## src/rtl/muldiv_unit_pkg.sv

```systemverilog
// Shared opcode encodings, FSM state encodings and constants for the HI/LO multiply/divide unit.
package muldiv_unit_pkg;

  localparam int ALUOP_W = 4;

  localparam logic [ALUOP_W-1:0] ALUOP_TIMES  = 4'd8;
  localparam logic [ALUOP_W-1:0] ALUOP_TIMESU = 4'd9;
  localparam logic [ALUOP_W-1:0] ALUOP_DIV    = 4'd10;
  localparam logic [ALUOP_W-1:0] ALUOP_DIVU   = 4'd11;

  typedef enum logic [1:0] {
    MULDIV_ST_IDLE = 2'd0,
    MULDIV_ST_CALC = 2'd1,
    MULDIV_ST_FIX  = 2'd2
  } muldiv_state_e;

  localparam int          MULDIV_ITERS     = 32;
  localparam logic [31:0] MULDIV_DIV0_QUOT = 32'hFFFF_FFFF;

  function automatic logic muldiv_op_valid(input logic [ALUOP_W-1:0] op_sel);
    return (op_sel == ALUOP_TIMES) || (op_sel == ALUOP_TIMESU) ||
           (op_sel == ALUOP_DIV)   || (op_sel == ALUOP_DIVU);
  endfunction

endpackage

```

## src/rtl/muldiv_unit_div_step.sv

```systemverilog
// One restoring-division step: shift in a dividend bit, subtract the divisor if it fits.
module muldiv_div_step #(
  parameter int WIDTH = 32
) (
  input  logic [WIDTH-1:0] rem_i,
  input  logic             bit_i,
  input  logic [WIDTH-1:0] divisor_i,
  output logic [WIDTH-1:0] rem_o,
  output logic             q_o
);

  logic [WIDTH:0] shifted;
  logic [WIDTH:0] diff;

  always_comb begin
    shifted = {rem_i, bit_i};
    diff    = shifted - {1'b0, divisor_i};
    q_o     = ~diff[WIDTH];
    rem_o   = q_o ? diff[WIDTH-1:0] : shifted[WIDTH-1:0];
  end

endmodule

```

## src/rtl/muldiv_unit.sv

```systemverilog
// Iterative MULT/MULTU/DIV/DIVU unit owning HI/LO; MTHI/MTLO and flush handled here.
// Define MULDIV_FAST_MUL_EN for a single-cycle multiplier (IDLE -> FIX, latency 2).
//
// state | meaning
// IDLE  | accepts start and MTHI/MTLO writes
// CALC  | one shift-add or restoring-divide iteration per cycle
// FIX   | sign correction, HI/LO write, done pulse
module muldiv_unit
  import muldiv_unit_pkg::*;
#(
  parameter int WIDTH = 32
) (
  input  logic               clk,
  input  logic               rst,
  input  logic               start,
  input  logic [ALUOP_W-1:0] op,
  input  logic [WIDTH-1:0]   a,
  input  logic [WIDTH-1:0]   b,
  input  logic               cancel,
  input  logic               writeHi,
  input  logic               writeLo,
  output logic               busy,
  output logic               done,
  output logic [WIDTH-1:0]   hi,
  output logic [WIDTH-1:0]   lo
);

  muldiv_state_e      state_q;
  logic [5:0]         cnt_q;
  logic [2*WIDTH-1:0] acc_q;
  logic [WIDTH-1:0]   opnd_q;
  logic [WIDTH-1:0]   hi_q, lo_q;
  logic               is_mul_q, neg_q, rneg_q, div0_q, busy_q, done_q;

  logic               is_signed, is_mul_op, a_neg, b_neg;
  logic [WIDTH-1:0]   mag_a, mag_b;
  logic [WIDTH:0]     mul_sum;
  logic [2*WIDTH-1:0] mul_next, div_next, prod_fix;
  logic [WIDTH-1:0]   rem_new, quot_fix, rem_fix;
  logic               q_bit;

  always_comb begin
    is_signed = (op == ALUOP_TIMES) || (op == ALUOP_DIV);
    is_mul_op = (op == ALUOP_TIMES) || (op == ALUOP_TIMESU);
    a_neg     = is_signed & a[WIDTH-1];
    b_neg     = is_signed & b[WIDTH-1];
    mag_a     = a_neg ? -a : a;
    mag_b     = b_neg ? -b : b;
  end

  // Multiply keeps the multiplier in the low half and shifts the running sum in from the top.
  always_comb begin
    mul_sum  = {1'b0, acc_q[2*WIDTH-1:WIDTH]} + (acc_q[0] ? {1'b0, opnd_q} : {(WIDTH+1){1'b0}});
    mul_next = {mul_sum, acc_q[WIDTH-1:1]};
  end

  muldiv_div_step #(.WIDTH(WIDTH)) u_div_step (
    .rem_i     (acc_q[2*WIDTH-1:WIDTH]),
    .bit_i     (acc_q[WIDTH-1]),
    .divisor_i (opnd_q),
    .rem_o     (rem_new),
    .q_o       (q_bit)
  );

  always_comb begin
    div_next = {rem_new, acc_q[WIDTH-2:0], q_bit};
    prod_fix = neg_q ? -acc_q : acc_q;
    rem_fix  = rneg_q ? -acc_q[2*WIDTH-1:WIDTH] : acc_q[2*WIDTH-1:WIDTH];
    quot_fix = neg_q ? -acc_q[WIDTH-1:0] : acc_q[WIDTH-1:0];
    // Signed divide by zero would otherwise get its all-ones quotient negated.
    if (div0_q) quot_fix = WIDTH'(MULDIV_DIV0_QUOT);
  end

`ifdef MULDIV_FAST_MUL_EN
  logic [2*WIDTH-1:0] fast_prod;
  assign fast_prod = {{WIDTH{1'b0}}, mag_a} * {{WIDTH{1'b0}}, mag_b};
`endif

  always_ff @(posedge clk) begin
    if (rst) begin
      state_q  <= MULDIV_ST_IDLE;
      cnt_q    <= '0;
      acc_q    <= '0;
      opnd_q   <= '0;
      hi_q     <= '0;
      lo_q     <= '0;
      is_mul_q <= 1'b0;
      neg_q    <= 1'b0;
      rneg_q   <= 1'b0;
      div0_q   <= 1'b0;
      busy_q   <= 1'b0;
      done_q   <= 1'b0;
    end else begin
      done_q <= 1'b0;
      case (state_q)
        MULDIV_ST_IDLE: begin
          if (writeHi) hi_q <= a;
          if (writeLo) lo_q <= a;
          if (start && !cancel && muldiv_op_valid(op)) begin
            is_mul_q <= is_mul_op;
            neg_q    <= a_neg ^ b_neg;
            rneg_q   <= a_neg;
            div0_q   <= !is_mul_op && (b == '0);
            cnt_q    <= '0;
            busy_q   <= 1'b1;
            opnd_q   <= is_mul_op ? mag_a : mag_b;
            acc_q    <= {{WIDTH{1'b0}}, is_mul_op ? mag_b : mag_a};
            state_q  <= MULDIV_ST_CALC;
`ifdef MULDIV_FAST_MUL_EN
            if (is_mul_op) begin
              acc_q   <= fast_prod;
              state_q <= MULDIV_ST_FIX;
            end
`endif
          end
        end
        MULDIV_ST_CALC: begin
          if (cancel) begin
            busy_q  <= 1'b0;
            state_q <= MULDIV_ST_IDLE;
          end else begin
            acc_q <= is_mul_q ? mul_next : div_next;
            cnt_q <= cnt_q + 6'd1;
            if (cnt_q == 6'(MULDIV_ITERS - 1)) state_q <= MULDIV_ST_FIX;
          end
        end
        MULDIV_ST_FIX: begin
          busy_q  <= 1'b0;
          state_q <= MULDIV_ST_IDLE;
          if (!cancel) begin
            done_q <= 1'b1;
            if (is_mul_q) begin
              hi_q <= prod_fix[2*WIDTH-1:WIDTH];
              lo_q <= prod_fix[WIDTH-1:0];
            end else begin
              hi_q <= rem_fix;
              lo_q <= quot_fix;
            end
          end
        end
        default: begin
          busy_q  <= 1'b0;
          state_q <= MULDIV_ST_IDLE;
        end
      endcase
    end
  end

  assign busy = busy_q;
  assign done = done_q;
  assign hi   = hi_q;
  assign lo   = lo_q;

endmodule

```

## config.mk

```make
export PLATFORM = sky130hd
export DESIGN_NAME = muldiv_unit
export DESIGN_NICKNAME = d
export VERILOG_FILES = /design/src/rtl/muldiv_unit_pkg.sv /design/src/rtl/muldiv_unit_div_step.sv /design/src/rtl/muldiv_unit.sv
export SDC_FILE = /design/constraint.sdc
export NUM_CORES = 1
export LEC_CHECK = 0
export ABC_AREA = 1
export CAP_MARGIN = 20
export CORE_ASPECT_RATIO = 0.8
export CORE_UTILIZATION = 40
export DETAILED_ROUTE_END_ITERATION = 10
export SLEW_MARGIN = 20
export SYNTH_ARGS = -nofsm -noshare
export SYNTH_HDL_FRONTEND = slang
export SYNTH_HIERARCHICAL = 1
export SYNTH_SLANG_ARGS = --single-unit
export TNS_END_PERCENT = 100
```

## constraint.sdc

```tcl
create_clock -name clk -period 6.6 [get_ports clk]
set_clock_uncertainty 0.15 [all_clocks]
set_input_delay 1.32 -clock clk [delete_from_list [all_inputs] [get_ports clk]]
set_output_delay 1.32 -clock clk [all_outputs]
set_load 0.03 [all_outputs]
```

==> impl_metrics.tcl, run 1 <==
set metrics [dict create \
    max_freq_mhz 231 \
    hold_viol_final 0 \
    dominantRegCellSynth "dfxtp_1" \
    wl_mm 90.1 \
    antenna_cells 0 \
    io_buffers 139 \
    num_vias 23077 \
    yosys_warnings 6 \
    status "finished clean" \
    dp.cells 4073 \
    required_ps 6850 \
    yosys.area.top_type "nand2_1" \
    placed_area_sq_um 20300 \
    grt_pass1_wl_mm 131 \
    drt_iter0_drc 3318 \
    routed_via_density 5.62 \
    cts_buffer_depth 2 \
    grt_max_degree 107 \
    rsz0062_at_grt "no" \
    report.final.slew_viol_count 0 \
    dp_hpwl_mm 72.5 \
    crit_arrival_ps 4590 \
    synthTopCellsByArea "nand2_1, dfxtp_1, inv_1, nor2_1, nand3_1" \
    core_sq_um 44900 \
    ys_seq_elements 174 \
    postSynthAreaPerCell_sq_um 5.39 \
    track_usage 0.372 \
    syn_to_final_growth_pct 13.5 \
    critPathCaptureType "flip-flop" \
    synth_top_area_frac 0.216 \
    p_sw_mw 1.66 \
    max-vdd-ir-drop_mv 0.196 \
    fin_crit_sh 0.656 \
    drt_pass1_iterations 8 \
    postCtsSetupRepairBufs 0 \
    hold_depth 2 \
    synth.most_common_cell "nand2_1" \
    synth_common_cells "nand2_1, inv_1, nor2_1" \
    place.gp.congestion 1.06 \
    worstSkewPairLatency_ps 480 \
    cts_hold_buf 0 \
    numClockSinks 174 \
    die_x_um 242 \
    post_cts_resized 0 \
    stdcell_area_sq_um 20900 \
    fp.dieH_um 194 \
    synthCells 3412 \
    clkPwrFrac 0.290 \
    worst_pin_slew_ps 1140 \
    ant_nets 0 \
    num_rows 69 \
    drc 0 \
    cap_violations 0 \
    power.total_mw 3.77 \
    p_comb_frac 0.397 \
    ff2ff_path_depth 11 \
    seq_area_sq_um 3490 \
    post-route-min-period_ps 4330 \
    multi_input_area_sq_um 12500 \
    drive_gt1_frac 0.0431 \
    mappedNetlistNets 3557 \
    grt_pass1_vias 20319 \
    cts_inserted_buffers 17 \
    antenna_found_initial 2 \
    cts_root_buffer "clkbuf_16" \
    finalSetupViolCount 0 \
    fillers 4988 \
    fin_nets 3634 \
    intPower_mw 2.12 \
    cts_tree "done" \
    hp-class "flip-flop to flip-flop" \
    path_clk_slew_ps 70 \
    die-area_sq_um 46900 \
    grt_overflow 0 \
    power_leakage_nw 10.7 \
    path_max_fanout 39 \
    utilization 0.465 \
    power_density_nw_per_um2 181 \
    syn_area_sq_um 18400 \
    fin_cells 4105 \
    tns_ps 0 \
    pwr-share-seq 0.313 \
    synth_edf_count 0 \
    place_ws_ps 1900 \
    synthArstFlopShare 0 \
    relSlewSlack 0.238 \
    start_kind "primary input" \
    hold_slack_ps 325 \
    path_class "primary input to flip-flop" \
    initial_utilization 0.410 \
    ys_seq_area_frac 0.189 \
    fin_ws_ps 2270 \
    power.share.switching 0.439 \
    avgRoutedWirePerCell_um 22.0 \
    pin_count 140 \
    synth_cell_type_count 50 \
    htreeDepth 4 \
]
cells by family after synthesis:
family | share of synthesized area
XOR/XNOR | 0.0300
buffers and inverters | 0.130
adder cells (fa/ha/maj) | 0.0491
AO/OA/AOI/OAI | 0.165
flip-flops | 0.189
AND/OR/NAND/NOR | 0.436
state kept, by name (all words and copies together), names as in the netlist:
| signal | flops |
|---|---|
| acc_q | 64 |
| hi | 32 |
| lo | 32 |
| opnd_q | 32 |
| cnt_q | 6 |
| state_q | 2 |
| busy | 1 |
| div0_q | 1 |
| done | 1 |
| is_mul_q | 1 |
| neg_q | 1 |
| rneg_q | 1 |
routing by layer:
metal  GRT usage  routed length [um]
met1       0.563               41600
met2       0.491               33800
met3       0.123               12800
met4      0.0853                1820
met5      0.0152                 123
layout make-up:
type / instances / share of cell area
Multi-Input combinational cell: 2630 / 0.600
Sequential cell: 174 / 0.167
Inverter: 490 / 0.0882
Timing Repair Buffer: 176 / 0.0797
Tap cell: 603 / 0.0361
Clock buffer: 18 / 0.0205
Clock inverter: 14 / 0.00815
worst max-delay path: stages:
cell and delay, ps:
clkdlybuf4s50_1 500, nand2_1 110, nor2_2 90, buf_4 390, inv_2 360, nor2_2 970, inv_1 390, o21ai_0 290
a22o_1 160
power by group through the flow:
stage | clock network [mW] | registers [mW] | logic [mW]
floorplan | 0 | 1.23 | 0.905
global placement | 0 | 1.20 | 1.43
detailed placement | 0 | 1.20 | 1.43
CTS | 1.10 | 1.18 | 1.44
global route | 1.14 | 1.18 | 1.61
finish | 1.09 | 1.18 | 1.50
worst paths after layout:
path / start / to / slack [ps]
worst max-delay path: op[3] / opnd_q[4] / 2270
worst min-delay path: cnt_q[3] / cnt_q[3] / 320
worst max register to register: state_q[0] / cnt_q[5] / 2760
worst min register to register: cnt_q[3] / cnt_q[3] / 320
layout by cell type, fill, tap and decap left out, types with 14 or more instances in the layout:
cell and instances:
nand2_1 1060, nor3_1 24, nand3_1 301, a21oi_1 246, nor2_1 427, inv_1 471, nand2_2 17, a31oi_1 16
buf_4 37, dfxtp_1 171, o21ai_0 231, inv_2 14, o211ai_1 24, clkdlybuf4s50_1 138, xor2_1 60, clkbuf_16 17
nand4_1 37, ha_1 69, o21bai_1 15
Power figures use the tool's default switching activity.
==> run 2: changes to the inputs <==
==> constraint.sdc (replaced) <==
create_clock -name clk -period 3.51 [get_ports clk]
set_clock_uncertainty 0.15 [all_clocks]
set_input_delay 0.702 -clock clk [delete_from_list [all_inputs] [get_ports clk]]
set_output_delay 0.702 -clock clk [all_outputs]
set_load 0.03 [all_outputs]
==> run 2 against run 1 <==
Effect of this change:
- cell area grew 2.2%
- clock power grew 87%
- clock-buffer cell count down 1
- worst setup slack got worse by 1900 ps
- routed wire length up 1.1%
- flip-flop and latch count stayed put
- via count rose by 1.2%
- highest routed layer unchanged
==> impl_metrics.tcl, run 2 (synthesis gave the netlist of run 1 again) <==
set metrics [dict create \
    status "finished clean" \
    avgRoutedWirePerCell_um 21.9 \
    use_met2 0.495 \
    max_freq_mhz 322 \
    fin_nets 3686 \
    ant_nets 0 \
    stdcell_area_sq_um 21300 \
    post_cts_resized 0 \
    routed_via_density 5.62 \
    placed_area_sq_um 20700 \
    grt_pass1_vias 20591 \
    cts_root_buffer "clkbuf_16" \
    initial_utilization 0.410 \
    syn_to_final_growth_pct 16.0 \
    relSlewSlack 0.408 \
    fp.dieH_um 194 \
    path_class "flip-flop to flip-flop" \
    drc 0 \
    wl_mm 91.1 \
    slowest_stage "fa_1" \
    place.gp.congestion 1.07 \
    io_buffers 139 \
    path_max_fanout 20 \
    die_x_um 242 \
    core_sq_um 44900 \
    rsz0062_at_grt "no" \
    finalSetupViolCount 0 \
    fillers 4999 \
    drt_iter0_drc 3250 \
    htreeDepth 4 \
    die-area_sq_um 46900 \
    fin_crit_sh 0.886 \
    grt_use_met3 0.115 \
    report.final.slew_viol_count 0 \
    cts_tree "done" \
    required_ps 3770 \
    cts_hold_buf 0 \
    num_vias 23362 \
    grt_max_degree 125 \
    worstSkewPairLatency_ps 480 \
    cts_buffer_depth 2 \
    start_kind "flip-flop" \
    dp_hpwl_mm 75.1 \
    post-route-min-period_ps 3110 \
    final_cell_mix "nand2_1, inv_1, nor2_1" \
    antenna_cells 0 \
    track_usage 0.378 \
    num_rows 69 \
    antenna_found_initial 1 \
    power_leakage_nw 11.0 \
    path_clk_slew_ps 80 \
    drt_pass1_iterations 6 \
    max-vdd-ir-drop_mv 0.419 \
    layout_commonest_cell "nand2_1" \
    drive_gt1_frac 0.0571 \
    postCtsSetupRepairBufs 0 \
    critPathCaptureType "flip-flop" \
    cts_inserted_buffers 17 \
    power_density_nw_per_um2 337 \
    crit_chain "inv_1 -> ha_1 -> fa_1 -> inv_1 -> nand2_1 -> nand2_1 -> nand3_1 -> nand2_2 -> nand2_1 -> nand2_2 -> nand2_2 -> nand2_2 -> nand2_2 -> nand2_4 -> buf_12 -> nand2_1 -> nand2_1 -> nor2_1 -> nor2_1 -> o21ai_0 -> a21oi_1" \
    max_stage_delay_ps 430 \
    crit_arrival_ps 3370 \
    grt_util_met1 0.585 \
    grt_overflow 0 \
    tns_ps 0 \
    largest-register "acc_q" \
    numClockSinks 174 \
    worst_pin_slew_ps 888 \
    cap_violations 0 \
    grt_pass1_wl_mm 133 \
    hold_viol_final 0 \
    top_usage_layer "met1" \
    hold_slack_ps 335 \
    hp-class "flip-flop to flip-flop" \
    largest_register_ffs 64 \
    pin_count 140 \
]
## run 2: cell types whose count changed in the layout (fill, tap and decap cells not counted), sizes merged
| cell | before | now |
|---|---|---|
| clkbuf | 18 | 17 |
| clkinvlp | 2 | 1 |
| clkinv | 6 | 10 |
| bufinv | 2 | 0 |
| buf | 38 | 90 |
## run 2: worst max-delay path, delay by kind of cell (launching register included)
family / cells / cell delay (ps)
buffers and inverters: 3 / 370
flip-flops: 1 / 360
adder cells (fa/ha/maj): 2 / 650
AND/OR/NAND/NOR: 14 / 1280
AO/OA/AOI/OAI: 2 / 230
## run 2: worst paths after layout
path | from | end | slack, ps | depth (start not counted)
hold reg to reg | cnt_q[3] | cnt_q[3] | 330 | 2
setup / recovery | acc_q[31] | acc_q[43] | 400 | 21
setup reg to reg | acc_q[31] | acc_q[43] | 400 | 21
hold / removal | cnt_q[3] | cnt_q[3] | 330 | 2
## run 2: routing by layer
metal  vias to the layer above  part of all wire
met3                       103              0.14
li1                      11092                 -
met5                         -           0.00014
met1                     10766              0.47
met4                         2             0.019
met2                      1399              0.37
## run 2: through the flow
stage	setup slack, ps	power [mW]	instances	utilization
final	400	7.19	4157	0.475
after global routing	166	7.50	4157	0.475
after floorplan	872	4.01	3412	-
after detailed placement	136	5.06	4125	0.462
after global placement	158	5.06	4125	0.462
after CTS	449	7.08	4157	0.475
## run 2: cell type report
cell class              instances  area [sq um]  area share
clock buffers                  17           425      0.0199
clock inverters                15           186     0.00874
inverters                     490          1840      0.0863
multi-input cells            2630         12500       0.588
flip-flops and latches        174          3490       0.163
well taps                     603           754      0.0354
repair buffers                228          2100      0.0986
## run 2: power breakdown
part	switching, mW	total (mW)	internal [mW]
clock	1.06	2.04	0.974
combinational	2.05	2.94	0.893
sequential	0.124	2.21	2.08
